File: config.mk
export PLATFORM = sky130hd
export DESIGN_NAME = id_inst_queue
export DESIGN_NICKNAME = d
export VERILOG_FILES = /design/src/rtl/id_inst_queue_pkg.sv /design/src/rtl/id_queue_mem.sv /design/src/rtl/id_inst_queue.sv
export SDC_FILE = /design/constraint.sdc
export NUM_CORES = 1
export LEC_CHECK = 0
export BUFFER_PORTS_ARGS = -buffer_cell sky130_fd_sc_hd__buf_2
export CORE_UTILIZATION = 40
export CTS_CLUSTER_DIAMETER = 30
export DETAILED_ROUTE_END_ITERATION = 8
export HOLD_SLACK_MARGIN = 0.05
export PLACE_DENSITY = 0.69
export SLEW_MARGIN = 20
export SYNTH_ARGS = -nofsm -noshare
export SYNTH_HDL_FRONTEND = slang
export SYNTH_SLANG_ARGS = --single-unit
File: constraint.sdc
create_clock -name clk -period 8.8 [get_ports clk]
set_input_delay 0.44 -clock clk [delete_from_list [all_inputs] [get_ports clk]]
set_output_delay 0.44 -clock clk [all_outputs]
set_load 0.05 [all_outputs]
File: src/rtl/id_inst_queue_pkg.sv
// Shared definitions for the IF->ID instruction queue: default geometry and
// the layout of a packed queue entry {exc, addr, inst}.
package id_inst_queue_pkg;

    localparam int unsigned IQ_DEPTH      = 4;
    localparam int unsigned IQ_ADDR_WIDTH = 32;
    localparam int unsigned IQ_INST_WIDTH = 32;
    localparam int unsigned IQ_DATA_WIDTH = IQ_ADDR_WIDTH + IQ_INST_WIDTH + 1;

    // Field positions of a packed entry for the default geometry.
    localparam int unsigned IQ_INST_LSB = 0;
    localparam int unsigned IQ_ADDR_LSB = IQ_INST_WIDTH;
    localparam int unsigned IQ_EXC_BIT  = IQ_ADDR_WIDTH + IQ_INST_WIDTH;

    function automatic int unsigned iq_entry_width(input int unsigned aw, input int unsigned iw);
        return aw + iw + 1;
    endfunction

endpackage

File: src/rtl/id_queue_mem.sv
// Entry storage for the instruction queue: one synchronous write port and one
// asynchronous read port. Contents are not reset.
module id_queue_mem #(
    parameter int unsigned DEPTH = 4,
    parameter int unsigned WIDTH = 65
) (
    input  logic                     clk,
    input  logic                     we,
    input  logic [$clog2(DEPTH)-1:0] waddr,
    input  logic [WIDTH-1:0]         wdata,
    input  logic [$clog2(DEPTH)-1:0] raddr,
    output logic [WIDTH-1:0]         rdata
);

    logic [WIDTH-1:0] mem [DEPTH];

    always_ff @(posedge clk) begin
        if (we) begin
            mem[waddr] <= wdata;
        end
    end

    assign rdata = mem[raddr];

endmodule

File: src/rtl/id_inst_queue.sv
// Instruction queue between IF and ID: circular buffer with delay-slot tagging,
// branch flush that keeps the head, and full exception flush.
module id_inst_queue
    import id_inst_queue_pkg::*;
#(
    parameter int unsigned DEPTH      = IQ_DEPTH,
    parameter int unsigned ADDR_WIDTH = IQ_ADDR_WIDTH,
    parameter int unsigned INST_WIDTH = IQ_INST_WIDTH
) (
    input  logic                       clk,
    input  logic                       rst,
    input  logic                       in_valid,
    output logic                       in_ready,
    input  logic [ADDR_WIDTH-1:0]      in_addr,
    input  logic [INST_WIDTH-1:0]      in_inst,
    input  logic                       in_exc,
    output logic                       out_valid,
    input  logic                       out_ready,
    output logic [ADDR_WIDTH-1:0]      out_addr,
    output logic [INST_WIDTH-1:0]      out_inst,
    output logic                       out_exc,
    output logic                       out_delayslot,
    input  logic                       id_branch,
    input  logic                       flush,
    input  logic                       flush_keep_head,
    output logic [$clog2(DEPTH):0]     count
);

    localparam int unsigned PTR_W   = $clog2(DEPTH);
    localparam int unsigned CNT_W   = PTR_W + 1;
    localparam int unsigned DATA_W  = iq_entry_width(ADDR_WIDTH, INST_WIDTH);
    localparam int unsigned ADDR_LO = INST_WIDTH;
    localparam int unsigned EXC_BIT = ADDR_WIDTH + INST_WIDTH;

    localparam logic [CNT_W-1:0] FULL_CNT = CNT_W'(DEPTH);
    localparam logic [CNT_W-1:0] ONE_CNT  = CNT_W'(1);
    localparam logic [PTR_W-1:0] ONE_PTR  = PTR_W'(1);

    logic [PTR_W-1:0]  rd_ptr;
    logic [PTR_W-1:0]  wr_ptr;
    logic              ds_pending;
    logic              enq;
    logic              deq;
    logic [DATA_W-1:0] wr_entry;
    logic [DATA_W-1:0] rd_entry;

    assign in_ready  = (count < FULL_CNT);
    assign out_valid = (count != '0);
    assign enq       = in_valid & in_ready & ~flush;
    assign deq       = out_valid & out_ready;

    assign wr_entry      = {in_exc, in_addr, in_inst};
    assign out_inst      = rd_entry[INST_WIDTH-1:0];
    assign out_addr      = rd_entry[ADDR_LO +: ADDR_WIDTH];
    assign out_exc       = rd_entry[EXC_BIT];
    assign out_delayslot = ds_pending;

    id_queue_mem #(
        .DEPTH (DEPTH),
        .WIDTH (DATA_W)
    ) u_mem (
        .clk   (clk),
        .we    (enq & ~rst),
        .waddr (wr_ptr),
        .wdata (wr_entry),
        .raddr (rd_ptr),
        .rdata (rd_entry)
    );

    always_ff @(posedge clk) begin
        if (rst) begin
            count      <= '0;
            rd_ptr     <= '0;
            wr_ptr     <= '0;
            ds_pending <= 1'b0;
        end else begin
            if (flush && !flush_keep_head) begin
                count  <= '0;
                rd_ptr <= wr_ptr;
            end else if (flush) begin
                // Branch flush: keep only the head (the delay slot) if it survives this cycle.
                if (deq) begin
                    count  <= '0;
                    rd_ptr <= rd_ptr + ONE_PTR;
                    wr_ptr <= rd_ptr + ONE_PTR;
                end else if (out_valid) begin
                    count  <= ONE_CNT;
                    wr_ptr <= rd_ptr + ONE_PTR;
                end
            end else begin
                count  <= count + CNT_W'(enq) - CNT_W'(deq);
                rd_ptr <= rd_ptr + PTR_W'(deq);
                wr_ptr <= wr_ptr + PTR_W'(enq);
            end

            // A same-cycle branch wins over the dequeue clear.
            if (flush && !flush_keep_head) begin
                ds_pending <= 1'b0;
            end else if (id_branch) begin
                ds_pending <= 1'b1;
            end else if (deq) begin
                ds_pending <= 1'b0;
            end
        end
    end

endmodule
# Word-level counts from Yosys, hierarchy flattened
# Memories as Yosys holds them, arrays and structs flattened. A register that Yosys moved wholly into a read port is not among the register bits.
# Cells that the tools add are included.
# word_totals
n_memories	1
mem_bits_rw	260
ff_bits	8
out_inout_bits	71
word_cells	41
input_bits	72
# mem_list
memory	words	word_bits	rd	rd_ports_with_merged_regs	wr	line_no	source
u_mem.mem	4	65	1	1	1	id_queue_mem.sv:15	logic [WIDTH-1:0] mem [DEPTH];
# classes
magnitude_cmp	1
reduce_logical	6
n_mux	15
n_addsub	5
n_eq_ne	2
n_bitwise	7
# op_table
op	count
two-way mux 2 bit	8
two-way mux 3 bit	3
adder 2 x 1 -> 2 bit	2
bitwise AND 1 bit	4
two-way mux 1 bit	4
adder 3 x 1 -> 3 bit	1
less-than comparator 3 bit, second input constant	1
!= test 3 x 1 -> 1 bit, second input constant	1
!= test 3 x 2 -> 1 bit, second input constant	1
NOT 1 bit	3
nonzero test 3 bit	1
subtractor 3 x 1 -> 3 bit	1
adder 2 x 1 -> 2 bit, second input constant	1
AND reduction 2 bit	1
nonzero test 2 bit	1
OR reduction 2 bit	1
logical AND 1 bit	1
logical NOT 1 bit	1

# Longest topological paths before layout
# Gate-level depths: netlist of the first run.
# depth
depth_word	7
depth_mapped	9
ltp_nobuf	8

# By module
# From an unflattened synthesis of the first run, not the netlist that was laid out.
# hier_totals
hier_cells	396
hier_area_um2	9925.8
# modules_own_cells
mod	n_inst	seq_area_each_um2	cells_each	area_each_um2
id_queue_mem	1	7807.5	343	9455.3
id_inst_queue	1	160.2	53	470.5

# Worst setup path after synthesis of the first run
# Ideal clock, no wire load.
# synth_path
path_kind	flip-flop to flip-flop
start	reg count[2]
end	mem u_mem.mem[0][0], enable pin
setup_slack_ps	2353
path_stages_with_launch	3
t_arrival_ps	5865
t_required_ps	8218
path_buffers	0
synth_period_minus_slack_ps	6447
setup_ps	582
cell_sequence	dfxtp_1 -> nor4b_1 -> nor3b_1
# synth_via
elab_chain_len	6
# synth_rtl
item	line_no	source
start, declared	id_inst_queue.sv:26	output logic [$clog2(DEPTH):0] count
start signal, assigned	id_inst_queue.sv:91	count <= count + CNT_W'(enq) - CNT_W'(deq);
less-than comparator 3 bit	id_inst_queue.sv:47	assign in_ready = (count < FULL_CNT);
bitwise AND 1 bit (2 in a row)	id_inst_queue.sv:49	assign enq = in_valid & in_ready & ~flush;
bitwise AND 1 bit	id_inst_queue.sv:63	.we (enq & ~rst),
two-way mux 1 bit	id_queue_mem.sv:18	if (we) begin
two-way mux 1 bit (not written as such)	id_queue_mem.sv:19	mem[waddr] <= wdata;
end, declared	id_queue_mem.sv:15	
# No other way between the ends.

==> results of run 1 <==
cell families (layout without fill, tap and decap cells):
group           Yosys count  count (layout)
fa+ha+maj                 3               3
simple gates             20              20
buf+inv                  21             247
compound gates            9               9
mux                      67              67
xor+xnor                  6               6
flops                   270             270
flip-flops by register name, indices dropped and copies added (netlist names), named ones only:
register	flops
count	3
out_delayslot	1
wr_ptr	2
u_mem.mem	260
rd_ptr	2
synthesized netlist by cell type:
cell and number:
or3_1 1, inv_1 5, buf_2 8, mux4_2 65, nor3b_1 2, nor2_1 6
nand2b_1 2, edfxtp_1 260, dfxtp_1 10, a211oi_2 1, o22ai_1 1, o21ai_0 1
and3b_1 1, a21oi_1 1, and3_1 1, o31ai_4 1, clkbuf_1 3, mux2i_1 2
xnor2_1 4, or3_2 1, fa_1 1, a211oi_1 2, nor4b_1 1, ha_1 2
o31ai_2 1, xor2_1 2, nand2_1 1, a311oi_2 1, buf_4 5, nor2b_1 1
nor3_1 3
stage by stage:
stage	utilization	std cells	total power, mW
4_1_cts	0.521	946	3.63
5_1_grt	0.521	946	3.70
3_3_place_gp	0.452	851	1.78
6_report	0.521	946	3.59
3_5_place_dp	0.452	851	1.78
2_1_floorplan	-	396	1.71
worst max path at each step:
| stage | startpoint | end | slack (ns) | depth (start not counted) |
|---|---|---|---|---|
| floorplan | count[2] | u_mem.mem[0][0] | 2.35 | 2 |
| global placement | flush | u_mem.mem[1][3] | 5.61 | 5 |
| detailed placement | flush | u_mem.mem[1][52] | 5.49 | 5 |
| CTS | register | out_addr[22] | 5.36 | 3 |
| global route | register | out_inst[16] | 5.23 | 3 |
| finish | register | out_inst[1] | 5.51 | 3 |
per-layer routing:
metal	vias up	part of all wire
met4	6	0.014
li1	2091	-
met1	2410	0.43
met2	136	0.49
met3	30	0.061
met5	-	0.0021
area by class of cell:
| type | instances | share of cell area |
|---|---|---|
| Sequential cell | 270 | 0.632 |
| Multi-Input combinational cell | 105 | 0.143 |
| Clock buffer | 58 | 0.106 |
| Timing Repair Buffer | 147 | 0.0590 |
| Tap cell | 324 | 0.0320 |
| Clock inverter | 37 | 0.0267 |
| Inverter | 5 | 0.00148 |
report_power, final:
group	switching [mW]	internal, mW	leakage [nW]
registers	0.0250	1.44	2.43
logic	0.197	0.0976	1.09
clock network	0.635	1.20	0.807
total	0.857	2.73	4.32
worst max-delay path: cells and delay by family (launching register included):
kind	cells	cell delay (ns)
flops	1	0.71
buf+inv	2	0.97
mux	1	0.63
==> impl_metrics.ini, run 1 <==
[critical_path]
ff2ff_path_depth = 4
worstPathMaxFanout = 38
cp.arrival_ns = 2.85
crit_path_end_kind = output port
path_cells = buf_4 > mux4_2 > buf_2
crit-reg2reg-launch = count[2]
r2r_slack_ns = 5.72
reg2reg_to = u_mem.mem[1][49]
required_ns = 8.36
startpoint_type = register
crit_slowest_cell = buf_4
path_class = register to output port
critPathMaxStageDelay_ns = 0.73

[timing]
slew_viol_final = 0
finalHoldViolCount = 0
setup_ws_ns = 5.51
maxSlewHeadroom = 0.318
fmax_ghz = 0.304
setup_viol = 0
whs_ns = 0.117
tightest_slew_ns = 1.02
finalCritPeriodShare = 0.374
period_needed_ns = 3.29
skew_ns = 0.0167
tns_ns = 0
rsz0062_at_grt = no

[grt]
grt_overflow = 0
grt_max_degree = 66
antenna_found_initial = 3
gr-usage-met2 = 0.240
grt_use_total = 0.146
grt_pass1_wl_microns = 28300
busiest_layer = met2
gr-usage-met1 = 0.187
grt.met3_usage = 0.0430
grt_pass1_vias = 5195

[routing]
drt_iter0_drc = 255
drc = 0
avgRoutedWirePerCell_microns = 19.0
drtAntennaViolNets = 0
drtPass1Iterations = 4
via_per_inst = 4.94
num_vias = 4673
drt_wl_total_microns = 18000

[final_layout]
areaGrowthSynthToFinish_pct = 28.0
multi_input_comb_area_sq_mm = 0.00181
nFillCells = 1890
layout_common_cells = edfxtp_1, buf_2, mux4_2
final-seq-area_sq_mm = 0.00802
antennaDiodeCount = 0
fin_nets = 655
final_common_cell = edfxtp_1
stdcell_area_sq_mm = 0.0127
drive_gt1_frac = 0.497

[synth]
post_synth_fa_ha_maj_area_fraction = 0.00455
synthSimpleGateAreaFrac = 0.0114
synth-compound-area-share = 0.00935
synth_top_area_cell = edfxtp_1
netlist_instances = 396
synthTopCellsByArea = edfxtp_1, mux4_2, dfxtp_1
postSynthAreaPerCell_sq_um = 25.0
yosysWarnings = 0
synth.area.mux_share = 0.150
synth_seq_area_share = 0.809
synth_xor_area_frac = 0.00531
synth_top_family_by_area = multiplexers
netlist_area_sq_mm = 0.00990
synth-seq-cells = 270
syn_nets = 471
synth_top_area_share = 0.788
yosysUniqueCellTypes = 31

[place]
place.gp.congestion = 0.755
dp_slack_ns = 5.49
hpwl_microns = 10300
port_buffers = 142
placed_area_sq_mm = 0.0110

[clocking]
clock-root-buffer = clkbuf_16
cts_setup_buffers = 0
cts_sinks = 270
cts_resized = 0
path_clk_slew_ns = 0.05
ctsHoldBuffers = 0
cts_tree = built
clk_path_buf_depth = 3
numCtsBuffers = 51
insertion_delay_ns = 0.53
htreeDepth = 2

[die]
num_rows = 57
ios = 143
dieWidth_microns = 159
design.die.area_sq_mm = 0.0254
core-area_sq_mm = 0.0243
start_util = 0.407
die_h_microns = 159

[job]
maxCapViolations = 0

[pwr]
power.density_mw_per_mm2 = 283
ir_drop_mv = 0.151
leakage_nw = 4.32

[hold_path]
worstHoldStart = in_addr[23]
hold_path_depth = 1
hold_path_end = u_mem.mem[1][55]
hold_class = primary input to register

[run_status]
status = finished, final reports clean
Power figures use the tool's default switching activity.
==> inputs of run 2 (changes only) <==
clock period = 3.3 ns   (was 8.8 ns; I/O delays follow)
==> impl_metrics.ini, run 2 (same netlist as run 1, synthesis figures left out) <==
[timing]
skew_ns = 0.0297
rsz0062_at_grt = no
period_needed_ns = 2.59
finalCritPeriodShare = 0.784
tightest_slew_ns = 0.969
maxSlewHeadroom = 0.354
slew_viol_final = 0
fmax_ghz = 0.387
setup_viol = 0
tns_ns = 0
finalHoldViolCount = 0

[final_layout]
largest_register_ffs = 260
final_common_cell = edfxtp_1
antennaDiodeCount = 0
drive_gt1_frac = 0.449
top_regs = u_mem.mem: 260 flops, count: 3 flops
largest-register = u_mem.mem
areaGrowthSynthToFinish_pct = 36.7
fin_nets = 729
layout_common_cells = edfxtp_1, buf_2, dlygate4sd3_1
nFillCells = 1812

[routing]
drtPass1Iterations = 4
drc = 0
drtAntennaViolNets = 0
drt_iter0_drc = 259
via_per_inst = 4.90
num_vias = 5005
drt_wl_total_microns = 19100
avgRoutedWirePerCell_microns = 18.7

[pwr]
ir_drop_mv = 0.434
power.density_mw_per_mm2 = 731
power.total_mw = 9.89
leakage_nw = 4.68

[place]
hpwl_microns = 11000
port_buffers = 142
place.gp.congestion = 0.768

[clocking]
cts_sinks = 270
clock-root-buffer = clkbuf_16
numCtsBuffers = 52
htreeDepth = 2
cts_tree = built
cts_resized = 0
insertion_delay_ns = 0.55
path_clk_slew_ns = 0.05
clk_path_buf_depth = 3
cts_setup_buffers = 0
ctsHoldBuffers = 69

[grt]
grt_pass1_vias = 5619
antenna_found_initial = 0
grt_use_total = 0.155
grt_pass1_wl_microns = 30100
grt_overflow = 0
grt_max_degree = 66

[critical_path]
worstPathMaxFanout = 19
path_class = register to output port
startpoint_type = register
cp.arrival_ns = 2.42
crit_path_end_kind = output port
required_ns = 3.13
r2r_slack_ns = 0.98

[die]
ios = 143
num_rows = 57
start_util = 0.407
dieWidth_microns = 159
core-area_sq_mm = 0.0243
die_h_microns = 159
design.die.area_sq_mm = 0.0254

[job]
maxCapViolations = 0

[run_status]
status = finished, final reports clean

[hold_path]
hold_class = primary input to register
[run 2: cell types whose count changed in the layout (fill, tap and decap cells not counted), sizes merged]
| cell | change |
|---|---|
| buf | +4 |
| bufinv | +2 |
| clkbuf | -2 |
| clkinv | +4 |
| clkinvlp | -1 |
| dlygate4sd3 | +69 |
| inv | -1 |
[run 2: metal layers]
metal,global-route usage,vias to the layer above,share of wire
met5,0,-,0
met4,0.0608,0,0.022
met3,0.0466,34,0.061
met2,0.263,166,0.51
met1,0.186,2563,0.41
li1,-,2242,-
[run 2: layout make-up]
type / instances / area [sq um] / area share
clock buffers: 56 / 1360 / 0.100
clock inverters: 41 / 400 / 0.0296
inverters: 5 / 18.8 / 0.00139
multi-input cells: 105 / 1810 / 0.134
flip-flops and latches: 270 / 8020 / 0.592
well taps: 324 / 405 / 0.0300
repair buffers: 220 / 1520 / 0.112
[run 2: critical path: stages (launching register included)]
cell and delay [ns]:
dfxtp_4 0.59, buf_4 0.44, mux4_2 0.57, buf_2 0.23
[run 2: per-stage QoR]
| stage | hold WS (ns) | setup WS (ns) | utilization | area [sq um] | cells |
|---|---|---|---|---|---|
| after floorplan | 0.264 | 0.000960 | - | 9920 | 396 |
| after global placement | 0.377 | 0.986 | 0.456 | 11100 | 855 |
| after detailed placement | 0.384 | 0.909 | 0.456 | 11100 | 855 |
| after CTS | 0.0675 | 0.631 | 0.556 | 13500 | 1021 |
| after global routing | 0.0907 | 0.556 | 0.556 | 13500 | 1021 |
| final | 0.0915 | 0.713 | 0.556 | 13500 | 1021 |
[run 2: path summary, 6_finish.rpt]
path,from,end,cells after the start
min reg2reg,rd_ptr[1],register,2
max,register,out_addr[10],3
max reg2reg,count[2],u_mem.mem[3][43],3
min,flush_keep_head,register,3
[run 2: where the power goes]
part / switching, mW / leakage (nW) / internal (mW)
clock: 1.73 / 0.842 / 3.39
combinational: 0.554 / 1.41 / 0.322
sequential: 0.0610 / 2.43 / 3.83
==> inputs of run 3 (changes only) <==
PLACE_DENSITY = 0.71   (was 0.69)
clock period = 2.3 ns   (was 3.3 ns; I/O delays follow)
==> impl_metrics.ini, run 3 (same netlist as run 1, synthesis figures left out) <==
[timing]
rsz0062_at_grt = no
skew_ns = 0.0236
finalCritPeriodShare = 0.939
maxSlewHeadroom = 0.680
tightest_slew_ns = 0.480
finalHoldViolCount = 0
period_needed_ns = 2.16
setup_ws_ns = 0.141
setup_viol = 0
fmax_ghz = 0.463
tns_ns = 0
slew_viol_final = 0

[final_layout]
drive_gt1_frac = 0.453
largest-register = u_mem.mem
areaGrowthSynthToFinish_pct = 36.5
final_common_cell = edfxtp_1
top_regs = u_mem.mem: 260 flops, count: 3 flops
layout_common_cells = edfxtp_1, buf_2, dlygate4sd3_1
finalNonFillerCells = 1020
largest_register_ffs = 260
utilization = 0.556
antennaDiodeCount = 0
fin_nets = 732

[pwr]
internal-power_mw = 10.6
power.density_mw_per_mm2 = 1020
pwr-share-clk = 0.505
p_sw_frac = 0.235
seqPwrFrac = 0.401
comb_power_share = 0.095
p_switching_mw = 3.25
ir_drop_mv = 0.554
leakage_nw = 4.68
power.total_mw = 13.8

[grt]
grt_pass1_wl_microns = 30200
antenna_found_initial = 0
grt_overflow = 0
grt_use_total = 0.156
grt_max_degree = 35
grt_pass1_vias = 5558

[routing]
drtAntennaViolNets = 0
drc = 0
avgRoutedWirePerCell_microns = 18.8
drt_wl_total_microns = 19100
num_vias = 4934
via_per_inst = 4.84
drtPass1Iterations = 4
drt_iter0_drc = 180

[critical_path]
path_class = register to output port
ff2ff_path_depth = 8
required_ns = 2.18
crit_path_end_kind = output port
cp.arrival_ns = 2.04
startpoint_type = register
worstPathMaxFanout = 19

[clocking]
htreeDepth = 2
clk_path_buf_depth = 3
cts_setup_buffers = 0
path_clk_slew_ns = 0.05
cts_tree = built
cts_sinks = 270
ctsHoldBuffers = 71
clock-root-buffer = clkbuf_16
insertion_delay_ns = 0.53
cts_resized = 0
numCtsBuffers = 49

[hold_path]
hold_class = primary input to register
hold_path_depth = 4

[die]
num_rows = 57
die_h_microns = 159
start_util = 0.407
dieWidth_microns = 159
core-area_sq_mm = 0.0243
ios = 143
design.die.area_sq_mm = 0.0254

[place]
dp.cells = 859
place.gp.congestion = 0.743
hpwl_microns = 10800
port_buffers = 142
dp_slack_ns = 0.212

[job]
maxCapViolations = 0

[run_status]
status = finished, final reports clean
==> run 3: cell count changes in the layout (fill, tap and decap cells not counted), sizes merged <==
cell and delta:
inv -2, clkinv -2, bufinv +1, clkbuf -2
buf +4, clkinvlp -2, dlygate4sd3 +2
==> run 3: per-stage QoR <==
| step | hold WS, ns | cell area, sq um |
|---|---|---|
| after floorplan | 0.214 | 9940 |
| after global placement | 0.324 | 11200 |
| after detailed placement | 0.335 | 11200 |
| after CTS | 0.0565 | 13500 |
| after global routing | 0.0971 | 13500 |
| final | 0.0840 | 13500 |
==> run 3: area by class of cell <==
type,instances,area [sq um]
timing repair buffer,226,1610
clock buffer,54,1240
clock inverter,36,394
multi-input combinational,105,1830
sequential,270,8020
inverter,5,18.8
fill,1836,10800
tap,324,405
==> run 3: critical path: stages, from the launching register on <==
cell	delay, ns
dfxtp_4	0.36
buf_4	0.35
mux4_2	0.58
buf_2	0.23
==> run 3: path summary, 6_finish.rpt <==
| check | startpoint | endpoint | slack (ns) |
|---|---|---|---|
| worst max-delay path | register | out_inst[27] | 0.14 |
| worst min-delay path | out_ready | count[0] | 0.08 |
| worst max register to register | count[2] | count[2] | 0.21 |
| worst min register to register | rd_ptr[1] | register | 0.59 |
==> run 3: routing by layer <==
layer | wire (microns) | GRT usage | part of all wire
met4 | 307 | 0.0516 | 0.016
met5 | 0 | 0 | 0
met1 | 8150 | 0.194 | 0.43
met2 | 9820 | 0.268 | 0.51
met3 | 845 | 0.0362 | 0.044
==> run 3: power by group through the flow <==
stage          combinational, mW  sequential (mW)  clock (mW)
6_report                    1.31             5.54        6.98
5_1_grt                     1.39             5.54        7.35
3_5_place_dp                1.23             5.63           0
2_1_floorplan              0.898             5.63           0
3_3_place_gp                1.20             5.63           0
4_1_cts                     1.33             5.54        7.10
